### src/rtl/round_timer.sv
// -----------------------------------------------------------------------------
// round_timer
// Per-round countdown timer for the memory game. A round is started by loading
// a time limit (clamped to MAX_SECS); every one-second tick then counts the
// remaining time down while an elapsed counter counts up. The remaining time is
// also kept as a two-digit BCD down-counter for the display driver.
//
// Ports
//   clk        in   1       system clock, all state on posedge
//   rst        in   1       asynchronous active-high reset
//   tick_sec   in   1       one-cycle pulse per elapsed second
//   start      in   1       one-cycle pulse: load limit, begin round
//   stop       in   1       one-cycle pulse: player answered, freeze time
//   pause      in   1       level: hold the countdown while high
//   limit      in   TIME_W  round length in seconds (sampled on start)
//   running    out  1       high while counting (RUN state)
//   timeout    out  1       one-cycle pulse when time expires
//   warn       out  1       low-time warning (RUN and 1..WARN_SECS left)
//   secs_left  out  TIME_W  remaining seconds
//   elapsed    out  TIME_W  seconds consumed this round, saturating
//   bcd_tens   out  4       tens digit of secs_left
//   bcd_ones   out  4       ones digit of secs_left
// -----------------------------------------------------------------------------
module round_timer #(
   parameter int TIME_W    = 6,
   parameter int WARN_SECS = 5,
   parameter int MAX_SECS  = 59
) (
   input  logic              clk,
   input  logic              rst,
   input  logic              tick_sec,
   input  logic              start,
   input  logic              stop,
   input  logic              pause,
   input  logic [TIME_W-1:0] limit,
   output logic              running,
   output logic              timeout,
   output logic              warn,
   output logic [TIME_W-1:0] secs_left,
   output logic [TIME_W-1:0] elapsed,
   output logic [3:0]        bcd_tens,
   output logic [3:0]        bcd_ones
);

   typedef enum logic [2:0] {
      S_IDLE    = 3'd0,
      S_RUN     = 3'd1,
      S_PAUSED  = 3'd2,
      S_DONE    = 3'd3,
      S_EXPIRED = 3'd4
   } state_t;

   localparam logic [TIME_W-1:0] MAX_V  = TIME_W'(MAX_SECS);
   localparam logic [TIME_W-1:0] WARN_V = TIME_W'(WARN_SECS);
   localparam logic [TIME_W-1:0] ONE_V  = TIME_W'(1);
   localparam logic [TIME_W-1:0] ZERO_V = TIME_W'(0);

   state_t            state_q;
   logic              running_q;
   logic              timeout_q;
   logic              warn_q;
   logic [TIME_W-1:0] secs_q;
   logic [TIME_W-1:0] elapsed_q;
   logic [3:0]        tens_q;
   logic [3:0]        ones_q;

   logic [TIME_W-1:0] load_val_d;
   logic [7:0]        load_bcd_d;
   logic [TIME_W-1:0] secs_dec_d;
   logic [TIME_W-1:0] elapsed_inc_d;
   logic [3:0]        tens_dec_d;
   logic [3:0]        ones_dec_d;

   // Binary to BCD for the load value only (at most 99). Repeated subtraction
   // with a fixed trip count keeps this a small comparator chain.
   function automatic logic [7:0] to_bcd(input logic [TIME_W-1:0] v);
      logic [7:0] rem;
      logic [3:0] tens;
      rem  = 8'(v);
      tens = 4'd0;
      for (int i = 0; i < 9; i++) begin
         if (rem >= 8'd10) begin
            rem  = rem - 8'd10;
            tens = tens + 4'd1;
         end
      end
      return {tens, rem[3:0]};
   endfunction

   // Warning window test on a candidate secs_left value.
   function automatic logic in_warn(input logic [TIME_W-1:0] s);
      return (s >= ONE_V) && (s <= WARN_V);
   endfunction

   assign load_val_d    = (limit > MAX_V) ? MAX_V : limit;
   assign load_bcd_d    = to_bcd(load_val_d);
   assign secs_dec_d    = secs_q - ONE_V;
   assign elapsed_inc_d = (elapsed_q == {TIME_W{1'b1}}) ? elapsed_q : elapsed_q + ONE_V;

   // BCD down-count with borrow from the tens digit.
   always_comb begin
      tens_dec_d = tens_q;
      ones_dec_d = ones_q;
      if (ones_q == 4'd0) begin
         ones_dec_d = 4'd9;
         tens_dec_d = tens_q - 4'd1;
      end else begin
         ones_dec_d = ones_q - 4'd1;
         tens_dec_d = tens_q;
      end
   end

   // Round FSM with all outputs registered alongside the state.
   always_ff @(posedge clk or posedge rst) begin
      if (rst) begin
         state_q   <= S_IDLE;
         running_q <= 1'b0;
         timeout_q <= 1'b0;
         warn_q    <= 1'b0;
         secs_q    <= ZERO_V;
         elapsed_q <= ZERO_V;
         tens_q    <= 4'd0;
         ones_q    <= 4'd0;
      end else if (start) begin
         secs_q    <= load_val_d;
         tens_q    <= load_bcd_d[7:4];
         ones_q    <= load_bcd_d[3:0];
         elapsed_q <= ZERO_V;
         if (load_val_d == ZERO_V) begin
            state_q   <= S_EXPIRED;
            running_q <= 1'b0;
            timeout_q <= 1'b1;
            warn_q    <= 1'b0;
         end else begin
            state_q   <= S_RUN;
            running_q <= 1'b1;
            timeout_q <= 1'b0;
            warn_q    <= in_warn(load_val_d);
         end
      end else begin
         // timeout is a single-cycle pulse unless re-armed below
         timeout_q <= 1'b0;
         case (state_q)
            S_IDLE: begin
               state_q <= S_IDLE;
            end
            S_RUN: begin
               if (stop) begin
                  state_q   <= S_DONE;
                  running_q <= 1'b0;
                  warn_q    <= 1'b0;
               end else if (pause) begin
                  state_q   <= S_PAUSED;
                  running_q <= 1'b0;
                  warn_q    <= 1'b0;
               end else if (tick_sec && (secs_q != ZERO_V)) begin
                  secs_q    <= secs_dec_d;
                  elapsed_q <= elapsed_inc_d;
                  tens_q    <= tens_dec_d;
                  ones_q    <= ones_dec_d;
                  if (secs_q == ONE_V) begin
                     state_q   <= S_EXPIRED;
                     running_q <= 1'b0;
                     warn_q    <= 1'b0;
                     timeout_q <= 1'b1;
                  end else begin
                     warn_q <= in_warn(secs_dec_d);
                  end
               end else begin
                  state_q <= S_RUN;
               end
            end
            S_PAUSED: begin
               if (stop) begin
                  state_q <= S_DONE;
               end else if (!pause) begin
                  state_q   <= S_RUN;
                  running_q <= 1'b1;
                  warn_q    <= in_warn(secs_q);
               end else begin
                  state_q <= S_PAUSED;
               end
            end
            S_DONE: begin
               state_q <= S_DONE;
            end
            S_EXPIRED: begin
               state_q <= S_EXPIRED;
            end
            default: begin
               state_q   <= S_IDLE;
               running_q <= 1'b0;
               warn_q    <= 1'b0;
               secs_q    <= ZERO_V;
               elapsed_q <= ZERO_V;
               tens_q    <= 4'd0;
               ones_q    <= 4'd0;
            end
         endcase
      end
   end

   assign running   = running_q;
   assign timeout   = timeout_q;
   assign warn      = warn_q;
   assign secs_left = secs_q;
   assign elapsed   = elapsed_q;
   assign bcd_tens  = tens_q;
   assign bcd_ones  = ones_q;

endmodule

### config.mk
export PLATFORM = sky130hd
export DESIGN_NAME = round_timer
export DESIGN_NICKNAME = d
export VERILOG_FILES = /design/src/rtl/round_timer.sv
export SDC_FILE = /design/constraint.sdc
export NUM_CORES = 1
export LEC_CHECK = 0
export BUFFER_PORTS_ARGS = -buffer_cell sky130_fd_sc_hd__buf_4
export CAP_MARGIN = 20
export CORE_MARGIN = 2
export CORE_UTILIZATION = 62
export DETAILED_ROUTE_END_ITERATION = 6
export PLACE_DENSITY_LB_ADDON = 0.1
export SLEW_MARGIN = 20
export SYNTH_ARGS = -nofsm -noshare
export SYNTH_HDL_FRONTEND = slang
export SYNTH_SLANG_ARGS = --single-unit
### constraint.sdc
create_clock -name clk -period 4.81 [get_ports clk]
set_input_delay 0.7215 -clock clk [delete_from_list [all_inputs] [get_ports clk]]
set_output_delay 0.7215 -clock clk [all_outputs]
set_load 0.05 [all_outputs]
==> results.yml, run 1 <==
timing:
  worst_path_end_type: "register data pin"
  grt-worst-endpoint: "bcd_tens[1]$_DFFE_PP0P_/D"
global_route:
  grt_max_degree: 27
  grt.overflow.total: 356
  grt_usage_pct: 88.3
run_status:
  stop_error: "[ERROR GRT-0232] Routing congestion too high. Check the congestion heatmap in the GUI."
  flow.stopped_at: "global routing"
  status: "did not finish"
synth:
  synth_seq_area_share_pct: 18.4
  async_flop_share_pct: 100
  yosysWarnings: 0
  synth_edf_count: 0
  syn-cell-area_um2: 3540
  ys_ff_latch: 26
  syn_avg_cell_area_um2: 7.84
  synth.distinct_cells: 93
  syn-num-nets: 485
  synth_ff_type: "dfrtp_1"
  syn_inst: 452
die:
  pin_count: 35
  num_rows: 27
  start_util_pct: 64.4
  fp.dieW_um: 79.6
  die_h_um: 79.6
placement:
  gp_congestion: 0.941
  dp.cells: 650
  port_buffers: 34
  dp_hpwl_um: 8710
clocking:
  cts-root-buf: "clkbuf_8"
  clock-sinks: 26
  cts_buffers: 3
  clockBufferDepth: 2
  ctsHoldBuffers: 0
  htree_num_levels: 1
per-layer routing:
layer / overflow / global-route usage, %
met3: 3 / 57.7
met2: 248 / 118
met4: 103 / 105
met5: 0 / 15.5
met1: 2 / 81.2
through the flow:
| step | util, % | setup WS [ps] | cell area, um2 | setup TNS [ps] | hold slack (ps) |
|---|---|---|---|---|---|
| 2_1_floorplan | - | -1100 | 3740 | -4440 | 598 |
| 3_3_place_gp | 87.4 | -1180 | 4810 | -5530 | 493 |
| 3_5_place_dp | 87.4 | -1410 | 4810 | -6930 | 500 |
| 4_1_cts | 91.3 | -1010 | 5030 | -4110 | 522 |
synthesized netlist by cell type, types with 3 or more instances:
cell type	n	area share, %
nor2_1	38	4.0
nand2_1	36	3.8
a21oi_1	35	4.9
o21ai_0	27	3.8
dfrtp_1	26	18
inv_1	22	2.3
ha_1	21	7.4
xnor2_1	16	4.0
nand3_1	14	2.0
nor3_1	14	2.0
clkbuf_1	12	1.3
nand2b_1	12	2.1
mux2_2	9	2.9
o21ai_1	8	1.1
a31oi_1	7	1.2
o31ai_1	7	1.5
xor2_1	7	1.7
a211oi_1	6	1.3
mux2i_1	5	1.4
nor4_1	5	0.88
o211ai_1	5	1.1
o22ai_1	5	0.88
a21boi_0	4	0.85
a221oi_1	4	0.99
a22oi_1	4	0.85
and2_1	4	0.71
and3_1	4	0.71
buf_2	4	0.56
or2_2	4	0.71
or3_1	4	0.71
inv_2	3	0.32
nand3b_1	3	0.64
nor2b_1	3	0.53
o211a_1	3	0.85
o21a_1	3	0.64
kinds of logic after synthesis:
| group | count (synthesis) | share of synthesized area, % |
|---|---|---|
| xor+xnor | 28 | 8.54 |
| compound gates | 155 | 31.4 |
| flops | 26 | 18.4 |
| fa+ha+maj | 21 | 7.41 |
| mux | 17 | 5.40 |
| simple gates | 163 | 24.2 |
| buf+inv | 42 | 4.69 |
timing repair:
| item | in CTS |
|---|---|
| gates cloned | 0 |
| pin swaps | 8 |
| endpoints found under the setup margin | 6 |
| setup buffers | 9 |
| gates resized for setup | 20 |
==> inputs of run 2 (changes only) <==
CORE_UTILIZATION = 40   (was 62)
PLACE_DENSITY_LB_ADDON = 0.15   (was 0.1)
==> results.yml, run 2 <==
drt:
  drtAntennaViolNets: 0
  drt_iter0_drc: 73
  vias_per_cell: 5.53
  drtPass1Iterations: 4
  wl_per_cell_um: 14.5
  finalWirelength_um: 10100
  drt_drc_violations_left: 0
  via_count: 3868
global_route:
  grt_usage_pct: 21.3
  grt_antenna_before_repair: 0
  grt_max_degree: 27
  grt_pass1_wl_um: 17600
  grt.overflow.total: 0
  grt_pass1_vias: 3873
critical_path:
  reg2reg_from: "secs_left[0]"
  worstSetupPathType: "in -> reg"
  path_buf_inv: 1
  crit_chain: "buf_4 > nand3_4 > nand2_4 > ha_4 > or2_0 > o21a_1 > a221oi_4 > o22ai_2 > a221o_1 > o2111a_2 > or3_4 > a21oi_4 > mux2_4 > ha_4 > mux2_4 > ha_4 > mux2_4 > ha_4 > mux2_4 > ha_4 > mux2_4 > a211oi_2 > a21oi_1"
  slowest_stage: "a221o_1"
  critPathLaunchType: "primary input"
  critPathMaxFanout: 8
  cpLargestDelayFamily: "compound AO/OA/AOI/OAI gates"
  worstRegToRegCells: 11
  crit_end: "bcd_tens[1]"
  cp-end-kind: "flip-flop"
  crit_start: "limit[4]"
  ff2ff_setup_slack_ps: 2190
  r2r_end: "bcd_tens[0]"
  slowest_delay_ps: 420
  arrival_ps: 5920
  worstPathRequired_ps: 4970
  path_depth: 23
clocking:
  ctsHoldBuffers: 0
  clock-sinks: 26
  clk_latency_ps: 270
  cts-root-buf: "clkbuf_8"
  cts_buffers: 3
  tritoncts: "done"
  htree_num_levels: 1
  clockBufferDepth: 2
  path_clk_slew_ps: 80
synth:
  yosysMostFrequentCell: "nor2_1"
  async_flop_share_pct: 100
  syn-num-nets: 485
  synth_top_cell_area_share_pct: 18.4
  ys_ff_latch: 26
  synth_ff_type: "dfrtp_1"
  syn_avg_cell_area_um2: 7.84
  syn_inst: 452
  yosysWarnings: 0
  synth_top_cell_by_area: "dfrtp_1"
  syn-cell-area_um2: 3540
  synth.distinct_cells: 93
  synth_seq_area_share_pct: 18.4
  synth_edf_count: 0
  netlist_top_cells_area: "dfrtp_1 18%, ha_1 7.4%, a21oi_1 4.9%"
  synthTopCellsByCount: "38 x nor2_1, 36 x nand2_1, 35 x a21oi_1"
pwr:
  p_comb_share_pct: 80.2
  p_switching_w: 0.00100
  finalPower_w: 0.00223
  p_clk_share_pct: 5.5
  sw_frac_of_total_pct: 45.0
  power_density_nw_per_um2: 433
  p_leak_nw: 2.29
  intPower_w: 0.00123
  seq_power_share_pct: 14.3
  peakVddDrop_v: 0.000253
die:
  fp.dieW_um: 98.1
  core_area_um2: 8640
  start_util_pct: 41.0
  num_rows: 34
  pin_count: 35
  die_h_um: 98.1
  die-area_um2: 9630
timing:
  fmax_mhz: 174
  slew_viol_final: 0
  period_minus_slack_ps: 5760
  final-hold-violation-count: 0
  max-slew-margin-rel_pct: 45.7
  setup_ws_ps: -950
  fin_worst_skew_ps: 3.24
  final-setup-viol-count: 5
  tightest_slew_ps: 808
  finalCritPeriodShare_pct: 120
  rsz0062_at_grt: "yes"
finish:
  drive_gt1_share_pct: 39.2
  final_nets: 627
  final_common_cell: "buf_4"
  antennaDiodeCount: 0
  mostFrequentLayoutCells: "150 x buf_4, 38 x nor2_1, 35 x nand2_1"
  area_delta_synth_final_pct: 45.1
worst_hold_path:
  hp-class: "in -> async"
run:
  maxCapViolCount: 0
placement:
  port_buffers: 34
  post-place-ws_ps: -1290
  dp_hpwl_um: 8070
  gp_congestion: 0.885
run_status:
  violations: "negative setup slack"
  status: "complete, but fails checks"
-- run 2: cell counts after synthesis --
No cell type changed its count.
-- run 2: repair_timing --
item                       CTS  global route
buffers inserted             9             2
pin swaps                   22             6
setup endpoints to repair    6             6
gates resized for setup     22             6
-- run 2: logic make-up (layout without fill, tap and decap cells) --
logic type               count (synthesis)  in the layout  share of synthesized area [%]
XOR/XNOR                                28             28                           8.54
AO/OA/AOI/OAI                          155            155                           31.4
AND/OR/NAND/NOR                        163            163                           24.2
flip-flops                              26             26                           18.4
adder cells (fa/ha/maj)                 21             21                           7.41
buffers and inverters                   42            182                           4.69
multiplexers                            17             17                           5.40
-- run 2: worst reg2reg max path: stages (launching register included) --
cell and delay, ps:
dfrtp_1 430, inv_1 130, ha_1 210, a21boi_0 370, nand2_1 200, o21bai_1 160, a21oi_1 80, buf_4 210
nor2_1 260, inv_1 160, a221oi_1 220, a21oi_1 70
-- run 2: per-layer routing --
metal  global-route usage [%]  part of all wire (%)  vias up
met3                     1.15                   2.5        8
met1                     28.3                    47     1844
met4                     3.79                  0.77        0
met2                     38.7                    50       56
li1                         -                     -     1960
met5                        0                     0        -
-- run 2: layout make-up --
class | count | area, um2
Tap cell | 108 | 135
Fill cell | 791 | 3490
Timing Repair Buffer | 154 | 1170
Multi-Input combinational cell | 384 | 3050
Sequential cell | 26 | 651
Inverter | 25 | 93.8
Clock buffer | 3 | 41.3
-- run 2: how the worst min path moves through the flow --
stage                             to  slack, ps  depth (start not counted)
after floorplan           state_q[1]        600                          2
after global placement          warn        500                          1
after detailed placement        warn        500                          1
after CTS                       warn        520                          1
after global routing      elapsed[3]        550                          2
final                     elapsed[3]        510                          2
-- run 2: power groups by stage --
| stage | Combinational, W | Sequential [W] | Clock [W] |
|---|---|---|---|
| after floorplan | 0.00102 | 0.000447 | 0 |
| after global placement | 0.00165 | 0.000319 | 0 |
| after detailed placement | 0.00169 | 0.000320 | 0 |
| after CTS | 0.00177 | 0.000316 | 0.000127 |
| after global routing | 0.00197 | 0.000325 | 0.000134 |
| final | 0.00179 | 0.000317 | 0.000123 |
-- run 2: stage by stage --
stage / hold slack [ps] / TNS [ps] / utilization (%) / cell area [um2] / cells
2_1_floorplan: 598 / -4440 / - / 3740 / 452
3_3_place_gp: 499 / -5340 / 56.2 / 4860 / 686
3_5_place_dp: 499 / -5950 / 56.2 / 4860 / 686
4_1_cts: 521 / -3630 / 59.0 / 5100 / 698
5_1_grt: 552 / -5330 / 59.6 / 5140 / 700
6_report: 506 / -3720 / 59.6 / 5140 / 700
No activity file was read; power rests on OpenSTA's default activity.
==> inputs of run 3 (changes only) <==
MAX_ROUTING_LAYER = met4   (was unset)
==> results.yml, run 3 (synthesis results as in run 2) <==
finish:
  final_nets: 627
  instances_no_fill: 700
  final_common_cell: "buf_4"
  area_delta_synth_final_pct: 45.1
  fill_cells: 791
  mostFrequentLayoutCells: "150 x buf_4, 38 x nor2_1, 35 x nand2_1"
  final_util_pct: 59.6
  final_area_um2: 5140
  drive_gt1_share_pct: 39.2
  antennaDiodeCount: 0
pwr:
  power_density_nw_per_um2: 433
  peakVddDrop_v: 0.000253
  p_leak_nw: 2.29
run_status:
  violations: "negative setup slack"
  status: "complete, but fails checks"
critical_path:
  critPathLaunchType: "primary input"
  reg2reg_from: "secs_left[0]"
  r2r_end: "bcd_tens[0]"
  cp-end-kind: "flip-flop"
  worstRegToRegCells: 11
  worstSetupPathType: "in -> reg"
  critPathMaxFanout: 8
  worstPathRequired_ps: 4970
  arrival_ps: 5920
  ff2ff_setup_slack_ps: 2200
clocking:
  htree_num_levels: 1
  clk_latency_ps: 270
  tritoncts: "done"
  clockBufferDepth: 2
  path_clk_slew_ps: 90
  clock-sinks: 26
  cts_buffers: 3
  cts-root-buf: "clkbuf_8"
die:
  start_util_pct: 41.0
  die_h_um: 98.1
  num_rows: 34
  core_area_um2: 8640
  die-area_um2: 9630
  fp.dieW_um: 98.1
  pin_count: 35
drt:
  drtAntennaViolNets: 0
  via_count: 3876
  finalWirelength_um: 10200
  drt_drc_violations_left: 0
  wl_per_cell_um: 14.5
  vias_per_cell: 5.54
  drt_iter0_drc: 76
  drtPass1Iterations: 4
timing:
  rsz0062_at_grt: "yes"
  final-setup-viol-count: 5
  finalCritPeriodShare_pct: 120
  fin_worst_skew_ps: 2.12
  whs_ps: 503
  max-slew-margin-rel_pct: 45.7
  fmax_mhz: 174
  setup_ws_ps: -949
  final-hold-violation-count: 0
  tightest_slew_ps: 809
  period_minus_slack_ps: 5760
  slew_viol_final: 0
worst_hold_path:
  hp-class: "in -> async"
global_route:
  grt_pass1_vias: 3874
  grt_max_degree: 27
  grt_pass1_wl_um: 17700
  grt_antenna_before_repair: 0
  grt.overflow.total: 0
  grt_usage_pct: 22.0
placement:
  dp_hpwl_um: 8070
  dp.cells: 686
  port_buffers: 34
  gp_congestion: 0.899
  place_area_um2: 4860
run:
  maxCapViolCount: 0
==> run 3: cell counts in the layout (fill, tap and decap cells not counted) <==
No cell type changed its count.
==> run 3: worst max-delay path, stage by stage <==
cell	delay, ps
buf_4	130
nand3_4	80
nand2_4	80
ha_4	190
or2_0	230
o21a_1	280
a221oi_4	350
o22ai_2	140
a221o_1	420
o2111a_2	200
or3_4	350
a21oi_4	180
mux2_4	340
ha_4	210
mux2_4	270
ha_4	220
mux2_4	290
ha_4	220
mux2_4	260
ha_4	210
mux2_4	260
a211oi_2	210
a21oi_1	60
==> run 3: how the worst max path moves through the flow <==
stage,from,to,slack [ps]
2_1_floorplan,limit[4],bcd_tens[1],-1100
6_report,limit[4],bcd_tens[1],-950
4_1_cts,limit[3],bcd_tens[1],-930
5_1_grt,limit[3],bcd_ones[3],-1130
3_3_place_gp,limit[5],bcd_tens[1],-1200
3_5_place_dp,limit[5],bcd_tens[1],-1290
==> run 3: cell type report <==
| class | count | area (um2) | share of cell area [%] |
|---|---|---|---|
| multi-input combinational | 384 | 3050 | 59.3 |
| timing repair buffer | 154 | 1170 | 22.8 |
| sequential | 26 | 651 | 12.6 |
| tap | 108 | 135 | 2.63 |
| inverter | 25 | 93.8 | 1.82 |
| clock buffer | 3 | 41.3 | 0.803 |
==> run 3: report_power, final <==
part	switching (W)	leakage, nW	total, W	internal (W)
Clock	0.0000672	0.0216	0.000123	0.0000562
Combinational	0.000877	1.94	0.00179	0.000908
Sequential	0.0000568	0.331	0.000317	0.000261
==> run 3: what timing repair did <==
action,4_1_cts,5_1_grt
setup buffers,9,2
hold buffers,0,0
pin swaps,22,6
resized for setup,22,6
setup endpoints to repair,6,6
==> run 3: layer usage <==
layer	global-route usage, %	share of wire, %
met4	3.79	0.77
met2	38.7	50
met1	28.4	47
met3	1.15	2.8
met5	-	0
==> run 3: metrics by stage <==
step / power, W / worst slack (ps) / TNS, ps
floorplan: 0.00146 / -1100 / -4440
global placement: 0.00197 / -1200 / -5340
detailed placement: 0.00201 / -1290 / -5950
global route: 0.00243 / -1130 / -5310
finish: 0.00223 / -949 / -3710
CTS: 0.00221 / -934 / -3630
